$ cat src/rtl/uart_tx_arbiter.sv
// Round-robin arbiter sharing one uart_tx among NUM_REQ byte producers.
// Launches one byte per grant, tracks busy, enforces an inter-frame gap and a launch watchdog.
module uart_tx_arbiter #(
  parameter int unsigned NUM_REQ   = 4,
  parameter int unsigned D_WIDTH   = 8,
  parameter int unsigned GAP_CYC   = 16,
  parameter int unsigned LAUNCH_TO = 8
) (
  input  logic                         clk,
  input  logic                         rst,
  input  logic [NUM_REQ-1:0]           req_valid,
  input  logic [NUM_REQ*D_WIDTH-1:0]   req_data,
  output logic [NUM_REQ-1:0]           req_ready,
  output logic                         tx_en,
  output logic [D_WIDTH-1:0]           tx_data,
  input  logic                         tx_busy,
  output logic [$clog2(NUM_REQ)-1:0]   grant_id,
  output logic                         active,
  output logic                         err_pulse,
  output logic [15:0]                  frame_cnt
);

  localparam int unsigned IdW  = $clog2(NUM_REQ);
  localparam int unsigned GapW = $clog2(GAP_CYC + 2);
  localparam int unsigned ToW  = $clog2(LAUNCH_TO);
  localparam logic [GapW-1:0] GapLast = GapW'((GAP_CYC == 0) ? 0 : GAP_CYC - 1);
  localparam logic [ToW-1:0]  ToLast  = ToW'(LAUNCH_TO - 1);

  typedef enum logic [1:0] {StIdle, StLaunch, StWaitDone, StGap} state_e;

  state_e               state_q, state_d;
  logic [IdW-1:0]       ptr_q, ptr_d;
  logic [NUM_REQ-1:0]   ready_q, ready_d;
  logic                 tx_en_q, tx_en_d;
  logic [D_WIDTH-1:0]   tx_data_q, tx_data_d;
  logic [IdW-1:0]       grant_q, grant_d;
  logic                 active_q, active_d;
  logic                 err_q, err_d;
  logic [15:0]          frame_cnt_q, frame_cnt_d;
  logic [GapW-1:0]      gap_q, gap_d;
  logic [ToW-1:0]       to_q, to_d;

  logic [IdW-1:0]       win;
  logic [IdW-1:0]       idx;
  logic                 any_valid;
  logic [D_WIDTH-1:0]   win_data;

  // Scan ptr+1, ptr+2, ... so the last winner gets lowest priority next time.
  always_comb begin
    win       = '0;
    idx       = '0;
    any_valid = 1'b0;
    for (int unsigned k = 1; k <= NUM_REQ; k++) begin
      idx = IdW'((32'(ptr_q) + k) % NUM_REQ);
      if (!any_valid && req_valid[idx]) begin
        any_valid = 1'b1;
        win       = idx;
      end
    end
  end

  always_comb begin
    win_data = '0;
    for (int unsigned i = 0; i < NUM_REQ; i++) begin
      if (win == IdW'(i)) win_data = req_data[i*D_WIDTH +: D_WIDTH];
    end
  end

  always_comb begin
    state_d     = state_q;
    ptr_d       = ptr_q;
    ready_d     = '0;
    tx_en_d     = tx_en_q;
    tx_data_d   = tx_data_q;
    grant_d     = grant_q;
    err_d       = 1'b0;
    frame_cnt_d = frame_cnt_q;
    gap_d       = gap_q;
    to_d        = to_q;
    unique case (state_q)
      StIdle: begin
        if (any_valid) begin
          for (int unsigned i = 0; i < NUM_REQ; i++) ready_d[i] = (win == IdW'(i));
          tx_data_d = win_data;
          grant_d   = win;
          ptr_d     = win;
          tx_en_d   = 1'b1;
          to_d      = '0;
          state_d   = StLaunch;
        end
      end
      StLaunch: begin
        if (tx_busy) begin
          tx_en_d = 1'b0;
          to_d    = '0;
          state_d = StWaitDone;
        end else if (to_q == ToLast) begin
          // Transmitter never answered: drop the frame and still honour the gap.
          tx_en_d = 1'b0;
          err_d   = 1'b1;
          to_d    = '0;
          gap_d   = '0;
          state_d = StGap;
        end else begin
          to_d = to_q + 1'b1;
        end
      end
      StWaitDone: begin
        if (!tx_busy) begin
          frame_cnt_d = frame_cnt_q + 16'd1;
          gap_d       = '0;
          state_d     = (GAP_CYC == 0) ? StIdle : StGap;
        end
      end
      StGap: begin
        if (GAP_CYC == 0 || gap_q == GapLast) state_d = StIdle;
        else                                  gap_d   = gap_q + 1'b1;
      end
      default: state_d = StIdle;
    endcase
    active_d = (state_d != StIdle);
  end

  always_ff @(posedge clk) begin
    if (!rst) begin
      state_q     <= StIdle;
      ptr_q       <= IdW'(NUM_REQ - 1);
      ready_q     <= '0;
      tx_en_q     <= 1'b0;
      tx_data_q   <= '0;
      grant_q     <= '0;
      active_q    <= 1'b0;
      err_q       <= 1'b0;
      frame_cnt_q <= '0;
      gap_q       <= '0;
      to_q        <= '0;
    end else begin
      state_q     <= state_d;
      ptr_q       <= ptr_d;
      ready_q     <= ready_d;
      tx_en_q     <= tx_en_d;
      tx_data_q   <= tx_data_d;
      grant_q     <= grant_d;
      active_q    <= active_d;
      err_q       <= err_d;
      frame_cnt_q <= frame_cnt_d;
      gap_q       <= gap_d;
      to_q        <= to_d;
    end
  end

  assign req_ready = ready_q;
  assign tx_en     = tx_en_q;
  assign tx_data   = tx_data_q;
  assign grant_id  = grant_q;
  assign active    = active_q;
  assign err_pulse = err_q;
  assign frame_cnt = frame_cnt_q;

endmodule

$ cat config.mk
export PLATFORM = sky130hd
export DESIGN_NAME = uart_tx_arbiter
export DESIGN_NICKNAME = d
export VERILOG_FILES = /design/src/rtl/uart_tx_arbiter.sv
export SDC_FILE = /design/constraint.sdc
export NUM_CORES = 1
export LEC_CHECK = 0
export BUFFER_PORTS_ARGS = -buffer_cell sky130_fd_sc_hd__buf_2
export CAP_MARGIN = 20
export CORE_ASPECT_RATIO = 1.5
export CORE_MARGIN = 1
export CORE_UTILIZATION = 45
export CTS_CLUSTER_DIAMETER = 200
export DETAILED_ROUTE_END_ITERATION = 8
export PLACE_DENSITY = 0.77
export SETUP_SLACK_MARGIN = 0.15
export SYNTH_ARGS = -nofsm -noshare
export SYNTH_HDL_FRONTEND = slang
export SYNTH_SLANG_ARGS = --single-unit
$ cat constraint.sdc
create_clock -name clk -period 2 [get_ports clk]
set_input_delay 0.2 -clock clk [delete_from_list [all_inputs] [get_ports clk]]
set_output_delay 0.2 -clock clk [all_outputs]
set_load 0.02 [all_outputs]
==> results of run 1 <==
## registers in the layout (all words and copies together), names as in the netlist
signal	flops
active	1
gap_q	5
err_pulse	1
ptr_q	2
tx_data	8
grant_id	2
req_ready	4
state_q	2
tx_en	1
to_q	3
frame_cnt	16
## cells by family (layout without fill, tap and decap cells)
group	after synthesis	count (layout)	synth area share
and+or+nand+nor	106	106	0.267
buffers and inverters	13	89	0.0323
muxes	10	10	0.0445
DFF	45	45	0.401
adders and majority gates	5	5	0.0278
AOI/OAI and AO/OA	57	57	0.170
xor gates and xnor gates	15	15	0.0584
## metal layers
| metal | wire [um] | up-vias | track usage | share of wire |
|---|---|---|---|---|
| li1 | - | 1053 | - | - |
| met1 | 2010 | 941 | 0.212 | 0.41 |
| met2 | 2590 | 58 | 0.349 | 0.53 |
| met3 | 222 | 5 | 0.0424 | 0.046 |
| met4 | 48 | 0 | 0.0571 | 0.0099 |
| met5 | 0 | - | 0 | 0 |
## per-stage QoR
step	cells	hold slack, ps
after global placement	383	440
after global routing	393	151
after detailed placement	383	443
after CTS	391	143
after floorplan	251	276
final	393	157
## cells in the mapped netlist, types with 5 or more instances
cell	number
sky130_fd_sc_hd__o31a_1	8
sky130_fd_sc_hd__a21oi_1	11
sky130_fd_sc_hd__o211ai_1	8
sky130_fd_sc_hd__mux2i_1	10
sky130_fd_sc_hd__nand2_1	23
sky130_fd_sc_hd__o21ai_0	13
sky130_fd_sc_hd__xnor2_1	10
sky130_fd_sc_hd__and4_1	9
sky130_fd_sc_hd__xor2_1	5
sky130_fd_sc_hd__dfxtp_1	45
sky130_fd_sc_hd__ha_1	5
sky130_fd_sc_hd__nor2_1	35
## critical path: cells and delay by family, from the launching register on
kind / cells / cell delay (ps)
AOI/OAI and AO/OA: 3 / 660
and+or+nand+nor: 2 / 280
adders and majority gates: 2 / 380
DFF: 1 / 340
## final cells by class
type                            count  area share
Inverter                            4     0.00533
Timing Repair Buffer               77       0.142
Clock buffer                        6      0.0293
Sequential cell                    45       0.321
Tap cell                           66      0.0293
Multi-Input combinational cell    193       0.460
Clock inverter                      2      0.0133
## report_power, final
part	internal [W]	switching [W]	leakage, nW	total, W
registers	0.000964	0.0000516	0.368	0.00102
clock network	0.000406	0.000310	0.0574	0.000716
logic	0.000203	0.000274	0.781	0.000477
total	0.00157	0.000636	1.21	0.00221
## worst max-delay path by stage
stage / startpoint / end / slack (ps)
global placement: to_q[0] / gap_q[4] / 260
floorplan: gap_q[0] / gap_q[4] / 340
global route: state_q[1] / frame_cnt[10] / 150
detailed placement: gap_q[0] / gap_q[4] / 180
finish: to_q[0] / gap_q[4] / 290
CTS: gap_q[0] / gap_q[4] / 160
## repair_timing
| action | CTS | global route |
|---|---|---|
| setup buffers | 0 | 2 |
| setup endpoints to repair | 0 | 6 |
| gates resized for setup | 0 | 8 |
==> results_tabular.tex, run 1 <==
\begin{tabular}{lr}
\hline
Metric & Value \\
\hline
\multicolumn{2}{l}{\textbf{Clocking}} \\
\quad Source-to-sink clock delay at the later pin of the worst-skew pair & 290 ps \\
\quad Number of buffers created by CTS & 5 \\
\quad Clock sink total & 45 \\
\quad Clock tree from TritonCTS & yes \\
\quad Clk slew on worst S/H paths & $\sim$90 ps \\
\quad Cell at the root of the clock tree & sky130\_fd\_sc\_hd\_\_clkbuf\_8 \\
\quad Count of hold-fix buffers inserted at cts & 0 \\
\quad Maximum clock path buffer count & 2 \\
\quad H-tree levels & 2 \\
\multicolumn{2}{l}{\textbf{STA}} \\
\quad Fin crit share & 0.857 \\
\quad Final hold violation count & 0 \\
\quad Setup repair after global routing missed its margin & no \\
\quad Crit path time final & 1710 ps \\
\quad Worst setup margin & 286 ps \\
\quad Fmax & around 580 MHz \\
\quad Worst slew margin relative to its limit & 0.581 \\
\quad Worst Skew & 2.59 ps \\
\quad Final slew viol count & 0 \\
\quad Measured slew at the worst slew-check pin & about 630 ps \\
\quad Aggregate negative setup slack & 0 ps \\
\quad Final-report setup violation count & 0 \\
\multicolumn{2}{l}{\textbf{Layout}} \\
\quad Commonest non-fill, non-tap cell in the layout & sky130\_fd\_sc\_hd\_\_buf\_2 \\
\quad Final cell utilization of the core & 0.586 \\
\quad Diodes inserted & 0 \\
\quad Final net count & 370 \\
\quad Syn-to-layout area delta & 25.4\% \\
\quad Number of filler cells placed in the layout & 461 \\
\quad Area used by sequential logic in the layout & 905 um\^{}2 \\
\quad Leading cell types in the layout, fill and taps excluded & sky130\_fd\_sc\_hd\_\_buf\_2 (71), sky130\_fd\_sc\_hd\_\_dfxtp\_1 (42), sky130\_fd\_sc\_hd\_\_nor2\_1 (35), sky130\_fd\_sc\_hd\_\_nand2\_1 (22), sky130\_fd\_sc\_hd\_\_o21ai\_0 (13) \\
\quad Cell area after layout & 2820 um\^{}2 \\
\quad Fraction of layout instances using a drive strength above 1 & 0.324 \\
\quad Multi-input gate area in the final layout & 1300 um\^{}2 \\
\multicolumn{2}{l}{\textbf{Die}} \\
\quad Boundary Pins & 72 \\
\quad Die footprint & 5290 um\^{}2 \\
\quad Chip Height & 88.6 um \\
\quad Placeable core area & 4810 um\^{}2 \\
\quad Number of placement rows & 31 \\
\quad Die W & approximately 60 um \\
\quad Effective utilization at floorplan & 0.467 \\
\multicolumn{2}{l}{\textbf{Yosys}} \\
\quad Synthesized Nets & 295 \\
\quad Primary FF master, synth & sky130\_fd\_sc\_hd\_\_dfxtp\_1 \\
\quad Number of warnings reported in the yosys synthesis log & 0 \\
\quad Synthesized flop and latch total & 45 \\
\quad Library cell with the largest summed area after synthesis & sky130\_fd\_sc\_hd\_\_dfxtp\_1 \\
\quad Post-synthesis average cell area & 8.96 um\^{}2 \\
\quad Syn Std Cell Area & 2250 um\^{}2 \\
\quad Gate count after technology mapping & 251 \\
\quad Sequential cell area fraction in the yosys report & 0.401 \\
\quad Yosys cell types & 49 \\
\quad Cell types occupying the most area after synthesis & sky130\_fd\_sc\_hd\_\_dfxtp\_1 (40\%), sky130\_fd\_sc\_hd\_\_nor2\_1 (5.8\%), sky130\_fd\_sc\_hd\_\_mux2i\_1 (4.5\%) \\
\quad Synth async-reset ratio & 0 \\
\quad Number of flops mapped to enable cells by yosys & 0 \\
\quad Post-synth top area share & 0.401 \\
\multicolumn{2}{l}{\textbf{Global routing}} \\
\quad GRT overflow & 0 \\
\quad Vias in the first global route & 1791 \\
\quad First-pass GRT wire length & 7.71 mm \\
\quad Pin count of the biggest net entering global routing & 24 \\
\quad Initial antenna violation count & 0 \\
\quad Gr usage total & 0.190 \\
\multicolumn{2}{l}{\textbf{Critical path}} \\
\quad Endpoint of the lowest-slack register-to-register path & gap\_q[4] \\
\quad Critical Path Fanout Max & 5 \\
\quad Critical path required time & 2220 ps \\
\quad Endpoint class of the critical path & flop \\
\quad Crit path cell chain & ha\_1, ha\_2, nor3b\_1, o21ai\_2, nand2\_2, a21o\_4, a211oi\_2 \\
\quad Slack of the worst reg-to-reg path & $\sim$290 ps \\
\quad Startpoint types & flop \\
\quad Worst flop-to-flop path startpoint & to\_q[0] \\
\quad CP max-delay cell & sky130\_fd\_sc\_hd\_\_dfxtp\_2 \\
\quad Arrival time of the worst setup path & between 1500 and 2000 ps \\
\quad Worst reg2reg path depth & 7 \\
\quad Category of the most critical setup path & reg2reg \\
\quad Peak per-stage delay on the critical path & about 340 ps \\
\multicolumn{2}{l}{\textbf{Placement}} \\
\quad Placed standard-cell area & 2660 um\^{}2 \\
\quad Placed wire-length estimate after detailed placement & 3.71 mm \\
\quad IO Port Bufs & 71 \\
\quad Placer Congestion & 0.800 \\
\quad Worst slack at placement & around 180 ps \\
\multicolumn{2}{l}{\textbf{Power and ir drop}} \\
\quad Leakage Power & 1.21 nW \\
\quad Total power & 0.00221 W \\
\quad Pwr dens & about 800 nW/um\^{}2 \\
\quad Worst vdd rail ir drop & 0.382 mV \\
\multicolumn{2}{l}{\textbf{Drt}} \\
\quad Count of unresolved DRC violations after routing & 0 \\
\quad Via count & 2057 \\
\quad Antenna-violating nets left & 0 \\
\quad Via-per-instance ratio & around 5.2 \\
\quad Number of detailed-route iterations in the first pass & 4 \\
\quad Wire per inst & 12.4 um \\
\quad Final routed wirelength across all metal layers & 4.87 mm \\
\quad Number of DRC violations after detailed-routing iteration 0 & between 100 and 150 \\
\multicolumn{2}{l}{\textbf{Worst hold path}} \\
\quad Type of the worst min-delay path & in2reg \\
\quad Worst hold endpoint & ptr\_q[0] \\
\quad Cell depth of the worst min-delay path & 2 \\
\quad Worst hold path startpoint & rst \\
\multicolumn{2}{l}{\textbf{Outcome}} \\
\quad Run status & finished, final reports clean \\
\multicolumn{2}{l}{\textbf{Run}} \\
\quad Number of max-cap violations & 0 \\
\hline
\end{tabular}
No activity file was read; power rests on OpenSTA's default activity.
==> run 2, diff against run 1 <==
Clock period 2 ns to 1.6 ns, I/O delays scaled along.
==> run 2 against run 1 <==
Net effect: sequential power rose by 24%; largest power group unchanged; register-to-register slack got worse by 300 ps; clock skew rose by 2.5 ps; die area did not move; the flow now finishes with violations (setup timing); combinational power rose by 73%; hold slack got worse by 1.7 ps; count of clock-buffer cells in the layout did not move; largest cell class unchanged.
==> results_tabular.tex, run 2 (synthesis results as in run 1) <==
\begin{tabular}{lr}
\hline
Metric & Value \\
\hline
\multicolumn{2}{l}{\textbf{Outcome}} \\
\quad Run status & finished with violations \\
\quad Violated checks & setup timing \\
\multicolumn{2}{l}{\textbf{Global routing}} \\
\quad Pin count of the biggest net entering global routing & 23 \\
\quad Gr usage total & 0.216 \\
\quad Vias in the first global route & 2125 \\
\quad Initial antenna violation count & 0 \\
\quad GRT overflow & 0 \\
\quad First-pass GRT wire length & 8.76 mm \\
\multicolumn{2}{l}{\textbf{Die}} \\
\quad Die footprint & 5290 um\^{}2 \\
\quad Die W & 59.7 um \\
\quad Chip Height & 88.6 um \\
\quad Boundary Pins & 72 \\
\quad Number of placement rows & 31 \\
\quad Effective utilization at floorplan & 0.467 \\
\quad Placeable core area & between 4000 and 5000 um\^{}2 \\
\multicolumn{2}{l}{\textbf{Layout}} \\
\quad Fraction of layout instances using a drive strength above 1 & 0.476 \\
\quad Leading cell types in the layout, fill and taps excluded & sky130\_fd\_sc\_hd\_\_buf\_2 (71), sky130\_fd\_sc\_hd\_\_dfxtp\_1 (36), sky130\_fd\_sc\_hd\_\_nor2\_1 (34), sky130\_fd\_sc\_hd\_\_buf\_4 (28), sky130\_fd\_sc\_hd\_\_nand2\_1 (21) \\
\quad Final cell utilization of the core & 0.693 \\
\quad Final net count & 402 \\
\quad Syn-to-layout area delta & 48.1\% \\
\quad Number of filler cells placed in the layout & between 400 and 500 \\
\quad Flip-flop count of the largest register, all copies and words added & 16 \\
\quad Diodes inserted & 0 \\
\quad Cell area after layout & 3330 um\^{}2 \\
\quad Commonest non-fill, non-tap cell in the layout & sky130\_fd\_sc\_hd\_\_buf\_2 \\
\quad Area used by sequential logic in the layout & 915 um\^{}2 \\
\quad Multi-input gate area in the final layout & 1550 um\^{}2 \\
\multicolumn{2}{l}{\textbf{STA}} \\
\quad Crit path time final & approximately 1600 ps \\
\quad Final hold violation count & 0 \\
\quad Hold Worst Slack & between 150 and 200 ps \\
\quad Worst setup margin & -9.69 ps \\
\quad Final slew viol count & 0 \\
\quad Worst slew margin relative to its limit & 0.709 \\
\quad Aggregate negative setup slack & -9.69 ps \\
\quad Measured slew at the worst slew-check pin & 434 ps \\
\quad Setup repair after global routing missed its margin & yes \\
\quad Fmax & just over 600 MHz \\
\quad Worst Skew & 5.08 ps \\
\quad Fin crit share & 1.01 \\
\quad Final-report setup violation count & 1 \\
\multicolumn{2}{l}{\textbf{Clocking}} \\
\quad Number of buffers created by CTS & 5 \\
\quad Clk slew on worst S/H paths & 90 ps \\
\quad Clock tree from TritonCTS & yes \\
\quad Source-to-sink clock delay at the later pin of the worst-skew pair & around 290 ps \\
\quad Count of hold-fix buffers inserted at cts & 0 \\
\quad Cell at the root of the clock tree & sky130\_fd\_sc\_hd\_\_clkbuf\_8 \\
\quad H-tree levels & 2 \\
\quad Maximum clock path buffer count & 2 \\
\quad Clock sink total & 45 \\
\multicolumn{2}{l}{\textbf{Critical path}} \\
\quad Arrival time of the worst setup path & approximately 1800 ps \\
\quad Buffers \& Inverters on Critical Path & 1 \\
\quad Peak per-stage delay on the critical path & 340 ps \\
\quad Critical Path Fanout Max & 4 \\
\quad Critical path required time & 1800 ps \\
\quad CP max-delay cell & sky130\_fd\_sc\_hd\_\_dfxtp\_2 \\
\quad Cell with the most instances on the worst path & sky130\_fd\_sc\_hd\_\_ha\_4 \\
\quad Endpoint class of the critical path & flop \\
\quad Category of the most critical setup path & reg2reg \\
\quad Kind of cell adding the most delay to the critical path & simple AND/OR/NAND/NOR gates \\
\quad Crit path cell chain & ha\_4, and3\_4, ha\_4, nor2b\_4, o21ai\_4, nand2\_2, buf\_4, mux2i\_1, nor2\_1 \\
\quad Startpoint types & flop \\
\multicolumn{2}{l}{\textbf{Drt}} \\
\quad Via-per-instance ratio & 5.41 \\
\quad Wire per inst & between 10 and 15 um \\
\quad Antenna-violating nets left & 0 \\
\quad Count of unresolved DRC violations after routing & 0 \\
\quad Via count & around 2.3k \\
\quad Number of DRC violations after detailed-routing iteration 0 & between 90 and 100 \\
\quad Final routed wirelength across all metal layers & between 6 and 7 mm \\
\quad Number of detailed-route iterations in the first pass & 4 \\
\multicolumn{2}{l}{\textbf{Power and ir drop}} \\
\quad Clock power frac & 0.303 \\
\quad Cell-internal power & 0.00210 W \\
\quad Leakage Power & 1.43 nW \\
\quad Switching part of the total power & 0.298 \\
\quad Pwr dens & 897 nW/um\^{}2 \\
\quad Worst vdd rail ir drop & roughly 0.58 mV \\
\quad Sequential power share & 0.420 \\
\quad Combinational share of power & 0.277 \\
\quad Sw power & 0.000892 W \\
\multicolumn{2}{l}{\textbf{Placement}} \\
\quad IO Port Bufs & 71 \\
\quad Placer Congestion & about 0.85 \\
\quad Placed standard-cell area & approximately 2800 um\^{}2 \\
\quad Placed wire-length estimate after detailed placement & approximately 3.8 mm \\
\multicolumn{2}{l}{\textbf{Worst hold path}} \\
\quad Type of the worst min-delay path & in2reg \\
\multicolumn{2}{l}{\textbf{Run}} \\
\quad Number of max-cap violations & 0 \\
\hline
\end{tabular}
-- run 2: changes by cell type in the layout (fill, tap and decap cells not counted), sizes merged --
cell / delta
nand3: +1
nand4: +1
a21o: +1
buf: +29
-- run 2: layout make-up --
type                            count  area share
Clock inverter                      2      0.0113
Tap cell                           66      0.0248
Multi-Input combinational cell    196       0.467
Clock buffer                        6      0.0248
Inverter                            4     0.00451
Timing Repair Buffer              106       0.193
Sequential cell                    45       0.275
-- run 2: final timing paths --
path          startpoint     endpoint  slack, ps  depth (start not counted)
max             gap_q[1]     gap_q[1]        -10                          9
max reg2reg     gap_q[1]     gap_q[1]        -10                          9
min                  rst     ptr_q[0]        160                          2
min reg2reg  grant_id[1]  grant_id[1]        480                          2
-- run 2: power groups by stage --
stage,combinational [W],clock [W],sequential [W]
2_1_floorplan,0.000351,0,0.00135
3_3_place_gp,0.000654,0,0.00128
3_5_place_dp,0.000666,0,0.00128
4_1_cts,0.000727,0.000924,0.00125
5_1_grt,0.000886,0.000980,0.00127
6_report,0.000827,0.000905,0.00126
-- run 2: through the flow --
stage | setup slack (ps) | instances | total power, W
3_5_place_dp | -28.1 | 397 | 0.00194
2_1_floorplan | 77.2 | 251 | 0.00170
4_1_cts | -14.8 | 418 | 0.00290
3_3_place_gp | -12.3 | 397 | 0.00193
6_report | -9.69 | 425 | 0.00299
5_1_grt | -69.3 | 425 | 0.00313
-- run 2: timing repair --
item / in CTS / in global routing
cloned: 1 / 2
buffers inserted: 12 / 5
hold endpoints to repair: 0 / 0
setup endpoints to repair: 25 / 31
gates resized for setup: 14 / 39
pin swaps: 10 / 24
-- run 2: worst reg2reg max path, stage by stage (launching register included) --
cell and delay [ps]:
sky130_fd_sc_hd__dfxtp_2 340, sky130_fd_sc_hd__ha_4 150, sky130_fd_sc_hd__and3_4 180, sky130_fd_sc_hd__ha_4 160, sky130_fd_sc_hd__nor2b_4 140, sky130_fd_sc_hd__o21ai_4 80
sky130_fd_sc_hd__nand2_2 110, sky130_fd_sc_hd__buf_4 120, sky130_fd_sc_hd__mux2i_1 170, sky130_fd_sc_hd__nor2_1 50
-- run 2: layer usage --
layer,track usage,wire length [um]
met5,0,0
met3,0.0526,275
met2,0.407,3370
met4,0.0698,95
met1,0.228,2310
==> run 3, diff against run 2 <==
Settings changed: CORE_ASPECT_RATIO 1.5 to unset.
==> run 3 against run 2 <==
Net effect: the run now ends clean; combinational power decreased by 2.5%; maximum frequency rose by 0.97%; sequential share of layout area decreased by 0.063 points; highest routed layer unchanged; clock skew up 3.4 ps; first-iteration DRC count decreased by 41%; routed wire length shrank 1.3%; worst setup slack better by 15 ps; die area fell by 0.11%; global-route usage grew 1.4 points.
==> results_tabular.tex, run 3 (synthesis results as in run 1) <==
\begin{tabular}{lr}
\hline
Metric & Value \\
\hline
\multicolumn{2}{l}{\textbf{Drt}} \\
\quad Number of detailed-route iterations in the first pass & 4 \\
\quad Wire per inst & 14.0 um \\
\quad Final routed wirelength across all metal layers & $\sim$6 mm \\
\quad Count of unresolved DRC violations after routing & 0 \\
\quad Via-per-instance ratio & 5.31 \\
\quad Antenna-violating nets left & 0 \\
\quad Number of DRC violations after detailed-routing iteration 0 & 58 \\
\quad Via count & $\sim$2.3k \\
\multicolumn{2}{l}{\textbf{Power and ir drop}} \\
\quad Cell-internal power & 0.00221 W \\
\quad Leakage Power & 1.48 nW \\
\quad Sw power & approximately 0.00089 W \\
\quad Switching part of the total power & 0.286 \\
\quad Sequential power share & 0.405 \\
\quad Pwr dens & 921 nW/um\^{}2 \\
\quad Total power & 0.00310 W \\
\quad Worst vdd rail ir drop & approximately 0.50 mV \\
\quad Combinational share of power & 0.260 \\
\quad Clock power frac & 0.335 \\
\multicolumn{2}{l}{\textbf{STA}} \\
\quad Fmax & 627 MHz \\
\quad Measured slew at the worst slew-check pin & around 420 ps \\
\quad Setup repair after global routing missed its margin & yes \\
\quad Final-report setup violation count & 0 \\
\quad Worst slew margin relative to its limit & 0.723 \\
\quad Crit path time final & 1590 ps \\
\quad Hold Worst Slack & between 100 and 150 ps \\
\quad Worst setup margin & 5.72 ps \\
\quad Final slew viol count & 0 \\
\quad Worst Skew & 8.47 ps \\
\quad Fin crit share & 0.996 \\
\quad Final hold violation count & 0 \\
\multicolumn{2}{l}{\textbf{Critical path}} \\
\quad Arrival time of the worst setup path & 1820 ps \\
\quad Endpoint class of the critical path & flop \\
\quad Peak per-stage delay on the critical path & 330 ps \\
\quad Crit path cell chain & ha\_2, ha\_4, nor3b\_2, o21ai\_4, nand2\_4, a21o\_4, a211oi\_2 \\
\quad Critical path required time & 1820 ps \\
\quad Category of the most critical setup path & reg2reg \\
\quad CP max-delay cell & sky130\_fd\_sc\_hd\_\_dfxtp\_2 \\
\quad Kind of cell adding the most delay to the critical path & compound AO/OA/AOI/OAI gates \\
\quad Startpoint types & flop \\
\quad Critical path launch point & to\_q[0] \\
\quad Critical Path Fanout Max & 5 \\
\quad Worst flop-to-flop path startpoint & to\_q[0] \\
\quad Buffers \& Inverters on Critical Path & 0 \\
\multicolumn{2}{l}{\textbf{Layout}} \\
\quad Fraction of layout instances using a drive strength above 1 & 0.474 \\
\quad Final net count & between 400 and 500 \\
\quad Number of filler cells placed in the layout & 366 \\
\quad Leading cell types in the layout, fill and taps excluded & sky130\_fd\_sc\_hd\_\_buf\_2 (71), sky130\_fd\_sc\_hd\_\_nor2\_1 (34), sky130\_fd\_sc\_hd\_\_dfxtp\_1 (34), sky130\_fd\_sc\_hd\_\_buf\_4 (28), sky130\_fd\_sc\_hd\_\_nand2\_1 (22) \\
\quad Syn-to-layout area delta & 49.7\% \\
\quad Commonest non-fill, non-tap cell in the layout & sky130\_fd\_sc\_hd\_\_buf\_2 \\
\quad Cell Count, Final, Fillers Out & 426 \\
\quad Diodes inserted & 0 \\
\quad Final cell utilization of the core & 0.708 \\
\quad Flip-flop count of the largest register, all copies and words added & 16 \\
\multicolumn{2}{l}{\textbf{Clocking}} \\
\quad Source-to-sink clock delay at the later pin of the worst-skew pair & 300 ps \\
\quad H-tree levels & 2 \\
\quad Number of buffers created by CTS & 5 \\
\quad Clk slew on worst S/H paths & roughly 90 ps \\
\quad Clock sink total & 45 \\
\quad Clock tree from TritonCTS & yes \\
\quad Maximum clock path buffer count & 2 \\
\quad Cell at the root of the clock tree & sky130\_fd\_sc\_hd\_\_clkbuf\_8 \\
\multicolumn{2}{l}{\textbf{Die}} \\
\quad Chip Height & 72.7 um \\
\quad Die footprint & 5280 um\^{}2 \\
\quad Effective utilization at floorplan & 0.473 \\
\quad Boundary Pins & 72 \\
\quad Placeable core area & 4750 um\^{}2 \\
\quad Die W & 72.7 um \\
\quad Number of placement rows & 25 \\
\multicolumn{2}{l}{\textbf{Placement}} \\
\quad Cell count after placement & 399 \\
\quad Worst slack at placement & -93.7 ps \\
\quad Placed wire-length estimate after detailed placement & 3.89 mm \\
\quad IO Port Bufs & 71 \\
\quad Placer Congestion & 0.794 \\
\multicolumn{2}{l}{\textbf{Outcome}} \\
\quad Run status & finished, final reports clean \\
\multicolumn{2}{l}{\textbf{Global routing}} \\
\quad Gr usage total & 0.231 \\
\quad Pin count of the biggest net entering global routing & 17 \\
\quad First-pass GRT wire length & between 9 and 10 mm \\
\quad GRT overflow & 0 \\
\quad Initial antenna violation count & 0 \\
\quad Vias in the first global route & 2093 \\
\multicolumn{2}{l}{\textbf{Worst hold path}} \\
\quad Worst hold path startpoint & rst \\
\quad Type of the worst min-delay path & in2reg \\
\multicolumn{2}{l}{\textbf{Run}} \\
\quad Number of max-cap violations & 0 \\
\hline
\end{tabular}
[run 3: worst paths after layout]
kind | slack [ps] | depth (start not counted) | endpoint
setup / recovery | 6 | 7 | gap_q[4]
hold / removal | 110 | 2 | ptr_q[0]
setup reg to reg | 6 | 7 | gap_q[4]
hold reg to reg | 470 | 2 | grant_id[1]
[run 3: timing repair]
item	CTS	global route
setup endpoints to repair	26	30
gates cloned	3	0
hold buffers	0	0
pin swaps	10	17
buffers inserted	7	9
resized for setup	30	24
[run 3: stage by stage]
step | TNS (ps) | instance area (um^2)
global route | -188 | 3370
detailed placement | -372 | 2840
CTS | -33.0 | 3180
global placement | 0 | 2840
finish | 0 | 3370
floorplan | 0 | 2310
[run 3: per-layer routing]
metal,global-route usage,vias up,share of wire
li1,-,1122,-
met1,0.289,1076,0.44
met2,0.409,56,0.51
met3,0.0345,8,0.038
met4,0.0654,0,0.012
met5,0,-,0
[run 3: worst reg2reg max path: cells and delay by family, from the launching register on]
family | cells | cell delay (ps)
and+or+nand+nor | 2 | 270
AOI/OAI and AO/OA | 3 | 580
DFF | 1 | 330
adders and majority gates | 2 | 350
[run 3: final cells by class]
type / count / area, um^2 / share of cell area
clock buffers: 5 / 68.8 / 0.0204
clock inverters: 3 / 68.8 / 0.0204
inverters: 4 / 15.0 / 0.00446
multi-input cells: 196 / 1550 / 0.459
flip-flops and latches: 45 / 922 / 0.274
well taps: 67 / 83.8 / 0.0249
repair buffers: 106 / 662 / 0.197
[run 3: power groups by stage]
stage	Sequential, W	Combinational, W	Clock, W
CTS	0.00126	0.000755	0.00106
global route	0.00127	0.000867	0.00110
floorplan	0.00135	0.000351	0
finish	0.00125	0.000806	0.00104
global placement	0.00128	0.000663	0
detailed placement	0.00128	0.000674	0
